--- src/rtl/fetch_mem_arbiter_pkg.sv ---
// Shared types and default widths for the fetch/data memory arbiter.
package fetch_mem_arbiter_pkg;
  localparam int ADDR_W = 10;
  localparam int DATA_W = 10;

  typedef enum logic [1:0] {
    ST_IDLE,
    ST_ISSUE,
    ST_WAIT,
    ST_RESP
  } arb_state_t;

  typedef enum logic {
    GNT_IF,
    GNT_DM
  } arb_gnt_t;
endpackage

--- src/rtl/fetch_mem_arbiter_starve.sv ---
// Saturating count of consecutive data grants made while fetch is waiting.
module arb_starve_counter #(
  parameter int MAX   = 4,
  parameter int CNT_W = (MAX < 1) ? 1 : $clog2(MAX + 1)
) (
  input  logic             clk,
  input  logic             reset,
  input  logic             clr,
  input  logic             inc,
  output logic [CNT_W-1:0] count,
  output logic             at_max
);
  assign at_max = (count == CNT_W'(MAX));

  always_ff @(posedge clk) begin
    if (!reset)
      count <= '0;
    else if (clr)
      count <= '0;
    else if (inc && !at_max)
      count <= count + CNT_W'(1);
  end
endmodule

--- src/rtl/fetch_mem_arbiter.sv ---
// Shares one synchronous-read memory between the fetch port and the data port,
// one transaction at a time, data first with a bounded fetch starvation.
//
// state    | meaning
// ST_IDLE  | sample requests, latch the winner
// ST_ISSUE | mem_en strobe for the latched transaction
// ST_WAIT  | MEM_LAT cycles, capture mem_rdata on the last one
// ST_RESP  | one-cycle valid pulse to the granted port
module fetch_mem_arbiter #(
  parameter int ADDR_W     = fetch_mem_arbiter_pkg::ADDR_W,
  parameter int DATA_W     = fetch_mem_arbiter_pkg::DATA_W,
  parameter int MEM_LAT    = 1,
  parameter int STARVE_MAX = 4
) (
  input  logic              clk,
  input  logic              reset,
  input  logic              if_req,
  input  logic [ADDR_W-1:0] if_addr,
  output logic [DATA_W-1:0] if_rdata,
  output logic              if_valid,
  output logic              if_stall,
  input  logic              dm_req,
  input  logic              dm_we,
  input  logic [ADDR_W-1:0] dm_addr,
  input  logic [DATA_W-1:0] dm_wdata,
  output logic [DATA_W-1:0] dm_rdata,
  output logic              dm_valid,
  output logic              mem_en,
  output logic              mem_we,
  output logic [ADDR_W-1:0] mem_addr,
  output logic [DATA_W-1:0] mem_wdata,
  input  logic [DATA_W-1:0] mem_rdata
);
  import fetch_mem_arbiter_pkg::*;

  localparam int CNT_W = (STARVE_MAX < 1) ? 1 : $clog2(STARVE_MAX + 1);
  localparam int LAT_W = 2;

  arb_state_t       state, state_nxt;
  arb_gnt_t         gnt;
  logic [LAT_W-1:0] lat_cnt;
  logic [CNT_W-1:0] starve_cnt;
  logic             starve_at_max;
  logic             starve_clr;
  logic             starve_inc;
  logic             grant;
  logic             pick_if;
  logic             lat_done;

  assign pick_if  = if_req && (!dm_req || starve_at_max);
  assign lat_done = (lat_cnt == '0);
  assign if_stall = if_req && !if_valid;

  arb_starve_counter #(
    .MAX   (STARVE_MAX),
    .CNT_W (CNT_W)
  ) u_starve (
    .clk    (clk),
    .reset  (reset),
    .clr    (starve_clr),
    .inc    (starve_inc),
    .count  (starve_cnt),
    .at_max (starve_at_max)
  );

  always_ff @(posedge clk) begin
    if (!reset)
      state <= ST_IDLE;
    else
      state <= state_nxt;
  end

  always_comb begin
    state_nxt  = state;
    grant      = 1'b0;
    starve_clr = 1'b0;
    starve_inc = 1'b0;
    case (state)
      ST_IDLE: begin
        if (if_req || dm_req) begin
          grant     = 1'b1;
          state_nxt = ST_ISSUE;
          // Only a data grant that overtakes a waiting fetch counts.
          if (pick_if || !if_req)
            starve_clr = 1'b1;
          else
            starve_inc = 1'b1;
        end
      end
      ST_ISSUE: state_nxt = ST_WAIT;
      ST_WAIT:  if (lat_done) state_nxt = ST_RESP;
      ST_RESP:  state_nxt = ST_IDLE;
      default:  state_nxt = ST_IDLE;
    endcase
  end

  always_ff @(posedge clk) begin
    if (!reset) begin
      gnt       <= GNT_IF;
      lat_cnt   <= '0;
      mem_en    <= 1'b0;
      mem_we    <= 1'b0;
      mem_addr  <= '0;
      mem_wdata <= '0;
      if_valid  <= 1'b0;
      dm_valid  <= 1'b0;
      if_rdata  <= '0;
      dm_rdata  <= '0;
    end else begin
      mem_en   <= grant;
      mem_we   <= grant && !pick_if && dm_we;
      if_valid <= (state == ST_WAIT) && lat_done && (gnt == GNT_IF);
      dm_valid <= (state == ST_WAIT) && lat_done && (gnt == GNT_DM);

      // mem_addr/mem_wdata double as the latched request for the whole transaction.
      if (grant) begin
        gnt       <= pick_if ? GNT_IF : GNT_DM;
        mem_addr  <= pick_if ? if_addr : dm_addr;
        mem_wdata <= pick_if ? '0 : dm_wdata;
      end

      if (state == ST_ISSUE)
        lat_cnt <= LAT_W'(MEM_LAT - 1);
      else if (state == ST_WAIT && !lat_done)
        lat_cnt <= lat_cnt - LAT_W'(1);

      if (state == ST_WAIT && lat_done) begin
        if (gnt == GNT_IF)
          if_rdata <= mem_rdata;
        else
          dm_rdata <= mem_rdata;
      end
    end
  end
endmodule

--- config.mk ---
export PLATFORM = sky130hd
export DESIGN_NAME = fetch_mem_arbiter
export DESIGN_NICKNAME = d
export VERILOG_FILES = /design/src/rtl/fetch_mem_arbiter_pkg.sv /design/src/rtl/fetch_mem_arbiter_starve.sv /design/src/rtl/fetch_mem_arbiter.sv
export SDC_FILE = /design/constraint.sdc
export NUM_CORES = 1
export LEC_CHECK = 0
export BUFFER_PORTS_ARGS = -buffer_cell sky130_fd_sc_hd__buf_2
export CAP_MARGIN = 20
export CORE_ASPECT_RATIO = 1.1
export CORE_MARGIN = 2
export CORE_UTILIZATION = 30
export CTS_BUF_LIST = sky130_fd_sc_hd__clkbuf_4 sky130_fd_sc_hd__clkbuf_8
export DETAILED_ROUTE_END_ITERATION = 10
export GPL_TIMING_DRIVEN = 0
export HOLD_SLACK_MARGIN = 0.03
export PLACE_DENSITY = 0.59
export SYNTH_ARGS = -nofsm -noshare
export SYNTH_HDL_FRONTEND = slang
export SYNTH_SLANG_ARGS = --single-unit
--- constraint.sdc ---
create_clock -name clk -period 1.62 [get_ports clk]
set_clock_uncertainty 0.05 [all_clocks]
set_input_delay 0.486 -clock clk [delete_from_list [all_inputs] [get_ports clk]]
set_output_delay 0.486 -clock clk [all_outputs]
set_load 0.005 [all_outputs]
==> results of run 1 <==
-- layout make-up --
class	instances	area, um^2	share of cell area, %
Inverter	8	30.0	1.06
Tap cell	85	106	3.76
Clock buffer	5	68.8	2.44
Clock inverter	3	22.5	0.797
Timing Repair Buffer	87	435	15.4
Buffer	19	116	4.12
Sequential cell	52	1040	36.8
Multi-Input combinational cell	169	1000	35.6
-- repair_timing --
item,CTS,global route
resized for setup,7,15
endpoints found under the hold margin,0,0
endpoints found under the setup margin,7,46
pin swaps,0,0
-- power breakdown --
group	internal (mW)	leakage, nW	switching, mW	total, mW
Clock	0.311	0.0485	0.455	0.766
Sequential	1.49	0.425	0.104	1.60
Combinational	0.524	0.847	0.638	1.16
Total	2.33	1.32	1.20	3.53
-- metal layers --
layer	part of all wire (%)	track usage, %	vias to the layer above
met5	0	0	-
li1	-	-	1051
met1	47	17.2	935
met3	7.2	4.28	6
met2	45	25.3	71
met4	1.2	4.63	0
-- sequential cells by signal, summed over array words and instances, names as in the netlist --
register        cells
dm_valid            1
if_rdata           10
gnt                 1
state               2
mem_addr           10
u_starve.count      3
dm_rdata           10
lat_cnt             2
if_valid            1
mem_wdata          10
mem_we              1
mem_en              1
-- worst register-to-register path: stages, from the launching register on --
cell and delay, ns:
dfxtp_1 0.33, inv_1 0.15, ha_4 0.20, or3b_1 0.43
a21o_1 0.20, a21oi_2 0.12
-- through the flow --
stage | cells | setup slack [ns] | setup TNS, ns | power, mW | instance area, um^2
2_1_floorplan | 249 | 0.0613 | 0 | 2.32 | 2140
3_3_place_gp | 421 | -0.320 | -3.01 | 2.72 | 2690
3_5_place_dp | 421 | -0.326 | -3.36 | 2.75 | 2690
4_1_cts | 429 | 0.00610 | 0 | 3.54 | 2800
5_1_grt | 428 | -0.00230 | -0.00230 | 3.79 | 2830
6_report | 428 | 0.0604 | 0 | 3.53 | 2830
-- path summary, 6_finish.rpt --
| kind | end | slack (ns) | depth (start not counted) |
|---|---|---|---|
| worst max-delay path | if_stall | 0.06 | 5 |
| worst min register to register | dm_rdata[3]$_SDFFE_PN0P_ | 0.41 | 2 |
| worst min-delay path | mem_we$_SDFF_PN0_ | 0.35 | 3 |
| worst max register to register | state[1]$_SDFFE_PN0P_ | 0.09 | 5 |
-- synthesized netlist by cell type, drive strengths merged --
| library cell | n | area [um^2] |
|---|---|---|
| a21o | 2 | 15.0 |
| a31oi | 10 | 62.6 |
| nand3b | 1 | 7.51 |
| o21a | 1 | 7.51 |
| nor2b | 1 | 6.26 |
| xnor2 | 1 | 8.76 |
| a21boi | 1 | 7.51 |
| nor2 | 19 | 71.3 |
| buf | 9 | 45.0 |
| a32oi | 2 | 17.5 |
| a311oi | 2 | 17.5 |
| a221oi | 1 | 15.0 |
| dfxtp | 52 | 1040 |
| nand2 | 34 | 128 |
| mux2i | 10 | 100 |
| and3 | 2 | 12.5 |
| a211oi | 1 | 7.51 |
| nand2b | 2 | 12.5 |
| clkbuf | 11 | 42.5 |
| a21bo | 1 | 10.0 |
| ha | 7 | 87.6 |
| inv | 8 | 30.0 |
| or3b | 1 | 8.76 |
| a21oi | 34 | 174 |
| nand3 | 4 | 20.0 |
| o211ai | 10 | 75.1 |
| o21ai | 22 | 114 |
-- logic make-up after synthesis --
kind of cell	Yosys count	synth area share [%]
AOI/OAI and AO/OA	87	24.4
xor gates and xnor gates	1	0.408
adders and majority gates	7	4.08
buffers and inverters	28	5.48
DFF	52	48.5
muxes	10	4.67
and+or+nand+nor	64	12.4
==> impl_metrics.json, run 1 <==
{
  "rr_startpoint": "state[1]$_SDFFE_PN0P_",
  "crit_chain": "buf_6, inv_2, clkbuf_8, nor2_2, buf_2",
  "clock_sinks": 52,
  "track_usage_pct": 14.6,
  "final_common_cell": "buf_2",
  "clk_pin_slew_ns": 0.10,
  "overflow": 0,
  "ios": 90,
  "worstMarginPinSlew_ns": 0.540,
  "std_cell_rows": 32,
  "drive_above_1_share_pct": 34.4,
  "fin_util_pct": 40.6,
  "peakVddDrop_mv": 0.562,
  "vias_per_cell": 4.82,
  "slew_headroom_pct": 64.0,
  "place_hpwl_um": 4080,
  "slowest_delay_ns": 0.16,
  "synth-seq-cells": 52,
  "synth_seq_area_share_pct": 48.5,
  "hold_class": "in2reg",
  "critPathSlowestCell": "clkbuf_8",
  "die_h_um": 92.7,
  "drv_slew": 0,
  "path_class": "in2out",
  "wl_per_cell_um": 13.0,
  "die_area_um2": 7840,
  "initial_utilization_pct": 30.8,
  "vias": 2063,
  "critPathLaunchType": "input pin",
  "arrival_ns": 1.02,
  "hp-start": "dm_we",
  "power_density_nw_per_um2": 1250,
  "dr.first_iter.drc_count": 37,
  "max_cap_viol_count": 0,
  "antenna_left": 0,
  "avgSynthCellArea_um2": 8.61,
  "clock_path_buffers": 2,
  "finalCritPeriodShare_pct": 96.3,
  "critPathTopFamily": "buffers and inverters",
  "hold_viol": 0,
  "clockRootBuffer": "clkbuf_8",
  "setup_viol": 0,
  "core_area_um2": 6970,
  "n_antenna_cell": 0,
  "cts_buffers": 5,
  "grt_pass1_vias": 2074,
  "fp.dieW_um": 84.6,
  "yosysWarnings": 0,
  "routabilityCongestion": 0.693,
  "cts_max_level": 2,
  "leakagePower_nw": 1.32,
  "synthToLayoutAreaGrowth_pct": 31.7,
  "grt_first_pass_wirelength_um": 9320,
  "clk_latency_ns": 0.31,
  "worst_hold_slack_ns": 0.352,
  "cp_num_buf_inv": 4,
  "syn_inst": 249,
  "route.detailed.drc": 0,
  "dr.pass1.iters": 4,
  "antenna_found_initial": 0,
  "io_buffers": 87,
  "final_cell_mix": "buf_2 (92), dfxtp_1 (52), nand2_1 (34)",
  "nets": 394,
  "end_kind": "output pin",
  "crit_fanout": 10,
  "cts_tree": "done",
  "status": "completed",
  "grt_max_degree": 18,
  "max_freq_ghz": 0.641,
  "cp.required_ns": 1.08,
  "startpoint": "if_req",
  "cts_hold_buf": 0,
  "synth.distinct_cells": 31,
  "post_cts_buffers": 0,
  "wl_um": 5580,
  "nFillCells": 741,
  "synth_nets": 301,
  "syn_area_um2": 2140,
  "fin_crit_ns": 1.56
}
(Power assumes the default switching activity.)
==> run 2: changes to the inputs <==
BUFFER_PORTS_ARGS = -buffer_cell sky130_fd_sc_hd__clkbuf_2   (was -buffer_cell sky130_fd_sc_hd__buf_2)
==> run 2 against run 1 <==
Compared with the run above:
- fmax barely moved
- final cell count fell by 0.23%
- global-route usage fell by 0.10 points
- via count rose by 1.4%
- highest routed layer unchanged
- register-to-register slack improved by 0.02 ns
- first-iteration DRC count fell by 2.7%
- clock power barely moved
- non-clock buffer count fell by 1
- sequential power barely moved
- power rose by 0.10%
- largest power group unchanged
- combinational power barely moved
- hold slack got worse by 0.013 ns
==> impl_metrics.json, run 2 (synthesis gave the netlist of run 1 again) <==
{
  "antenna_found_initial": 0,
  "grt_setup_unrepaired": "true",
  "critPathLaunchType": "input pin",
  "post_cts_buffers": 0,
  "worstMarginPinSlew_ns": 0.539,
  "crit_chain": "buf_6, inv_2, clkbuf_8, nor2_2, clkbuf_2",
  "grt_pass1_vias": 2058,
  "grtUsageMet1_pct": 17.6,
  "n_antenna_cell": 0,
  "p_clk_share_pct": 21.7,
  "fin_crit_ns": 1.56,
  "std_cell_rows": 32,
  "netSwitchingFraction_pct": 34.1,
  "preCtsSetupSlack_ns": -0.299,
  "hold_viol": 0,
  "r2r_setup_slack_ns": 0.11,
  "final_cell_mix": "clkbuf_2 (88), dfxtp_1 (50), nand2_1 (34)",
  "dr.first_iter.drc_count": 36,
  "clockRootBuffer": "clkbuf_8",
  "nets": 393,
  "design_power_total_mw": 3.53,
  "clock_sinks": 52,
  "dr.pass1.iters": 4,
  "reg2reg_depth": 5,
  "vias": 2091,
  "ios": 90,
  "slowest_delay_ns": 0.16,
  "antenna_left": 0,
  "overflow": 0,
  "leakagePower_nw": 1.29,
  "fin_area_um2": 2830,
  "drive_above_1_share_pct": 34.5,
  "peakVddDrop_mv": 0.613,
  "met3_usage_pct": 4.28,
  "cts_max_level": 2,
  "grt_busiest_layer": "met2",
  "slew_headroom_pct": 64.0,
  "cp.depth": 5,
  "critPathCapture": "if_stall",
  "route.detailed.drc": 0,
  "critPathTopFamily": "buffers and inverters",
  "grt_util_met2_pct": 24.9,
  "rr_startpoint": "state[0]$_SDFFE_PN0P_",
  "clock_path_buffers": 2,
  "finalCritPeriodShare_pct": 96.2,
  "status": "completed",
  "p_sw_mw": 1.20,
  "clk_latency_ns": 0.31,
  "arrival_ns": 1.02,
  "die_h_um": 92.7,
  "seq_power_share_pct": 45.4,
  "place_area_um2": 2690,
  "synthToLayoutAreaGrowth_pct": 31.7,
  "final_common_cell": "clkbuf_2",
  "setup_viol": 0,
  "max_freq_ghz": 0.642,
  "wl_per_cell_um": 12.9,
  "cts_tree": "done",
  "wl_um": 5510,
  "place_hpwl_um": 4130,
  "grt_max_degree": 18,
  "track_usage_pct": 14.5,
  "startpoint": "if_req",
  "critPathSlowestCell": "clkbuf_8",
  "cp.required_ns": 1.08,
  "die_area_um2": 7840,
  "intPower_mw": 2.33,
  "fin_util_pct": 40.6,
  "end_kind": "output pin",
  "hp-start": "dm_we",
  "core_area_um2": 6970,
  "crit_fanout": 10,
  "cts_buffers": 5,
  "setup_ws_ns": 0.0619,
  "reg2reg_to": "state[1]$_SDFFE_PN0P_",
  "power_density_nw_per_um2": 1250,
  "pwr-share-comb_pct": 32.8,
  "max_cap_viol_count": 0,
  "cp_num_buf_inv": 4,
  "drv_slew": 0,
  "routabilityCongestion": 0.705,
  "clk_pin_slew_ns": 0.10,
  "hold_class": "in2reg",
  "path_class": "in2out",
  "initial_utilization_pct": 30.8,
  "grt_first_pass_wirelength_um": 9320,
  "io_buffers": 87,
  "vias_per_cell": 4.90,
  "fp.dieW_um": 84.6
}
-- run 2: cell count changes in the layout (fill, tap and decap cells not counted), moves of 2 or more --
cell,delta
dfxtp_2,+2
buf_2,-87
dfxtp_1,-2
clkbuf_2,+86
-- run 2: power by group through the flow --
stage | Clock (mW) | Sequential, mW | Combinational (mW)
6_report | 0.767 | 1.60 | 1.16
3_5_place_dp | 0 | 1.63 | 1.12
3_3_place_gp | 0 | 1.62 | 1.10
2_1_floorplan | 0 | 1.64 | 0.683
5_1_grt | 0.856 | 1.63 | 1.32
4_1_cts | 0.803 | 1.60 | 1.14
-- run 2: worst min-delay path by stage --
stage,endpoint,slack [ns],cells past startpoint
floorplan,u_starve.count[0]$_SDFFE_PP0P_,0.40,2
finish,mem_we$_SDFF_PN0_,0.34,3
CTS,mem_we$_SDFF_PN0_,0.33,3
detailed placement,mem_wdata[6]$_SDFFE_PN0N_,0.40,2
global route,dm_rdata[8]$_SDFFE_PN0P_,0.34,3
global placement,mem_wdata[6]$_SDFFE_PN0N_,0.39,2
-- run 2: what timing repair did --
action	CTS	global route
hold buffers	0	0
setup endpoints to repair	5	38
resized for setup	7	14
cloned	0	0
-- run 2: worst reg2reg max path: cells and delay by family (launching register included) --
| kind | cells | cell delay (ns) |
|---|---|---|
| AO/OA/AOI/OAI | 2 | 0.30 |
| adder cells (fa/ha/maj) | 1 | 0.20 |
| buffers and inverters | 1 | 0.16 |
| flip-flops | 1 | 0.32 |
| AND/OR/NAND/NOR | 1 | 0.41 |
-- run 2: area by class of cell --
class | count | area [um^2]
well taps | 85 | 106
plain buffers | 18 | 108
clock inverters | 3 | 22.5
fillers | 759 | 4140
multi-input cells | 169 | 1010
flip-flops and latches | 52 | 1040
inverters | 8 | 30.0
repair buffers | 87 | 435
clock buffers | 5 | 68.8
-- run 2: stage by stage --
stage / setup TNS [ns] / std cells / hold slack [ns]
after floorplan: 0 / 249 / 0.399
after global placement: -3.09 / 421 / 0.393
after detailed placement: -3.13 / 421 / 0.400
after CTS: 0 / 429 / 0.327
after global routing: -0.0337 / 427 / 0.344
final: 0 / 427 / 0.338
-- run 2: metal layers --
layer	wire [um]	up-vias
li1	-	1049
met1	2530	960
met2	2520	77
met3	413	5
met4	45	0
met5	0	-
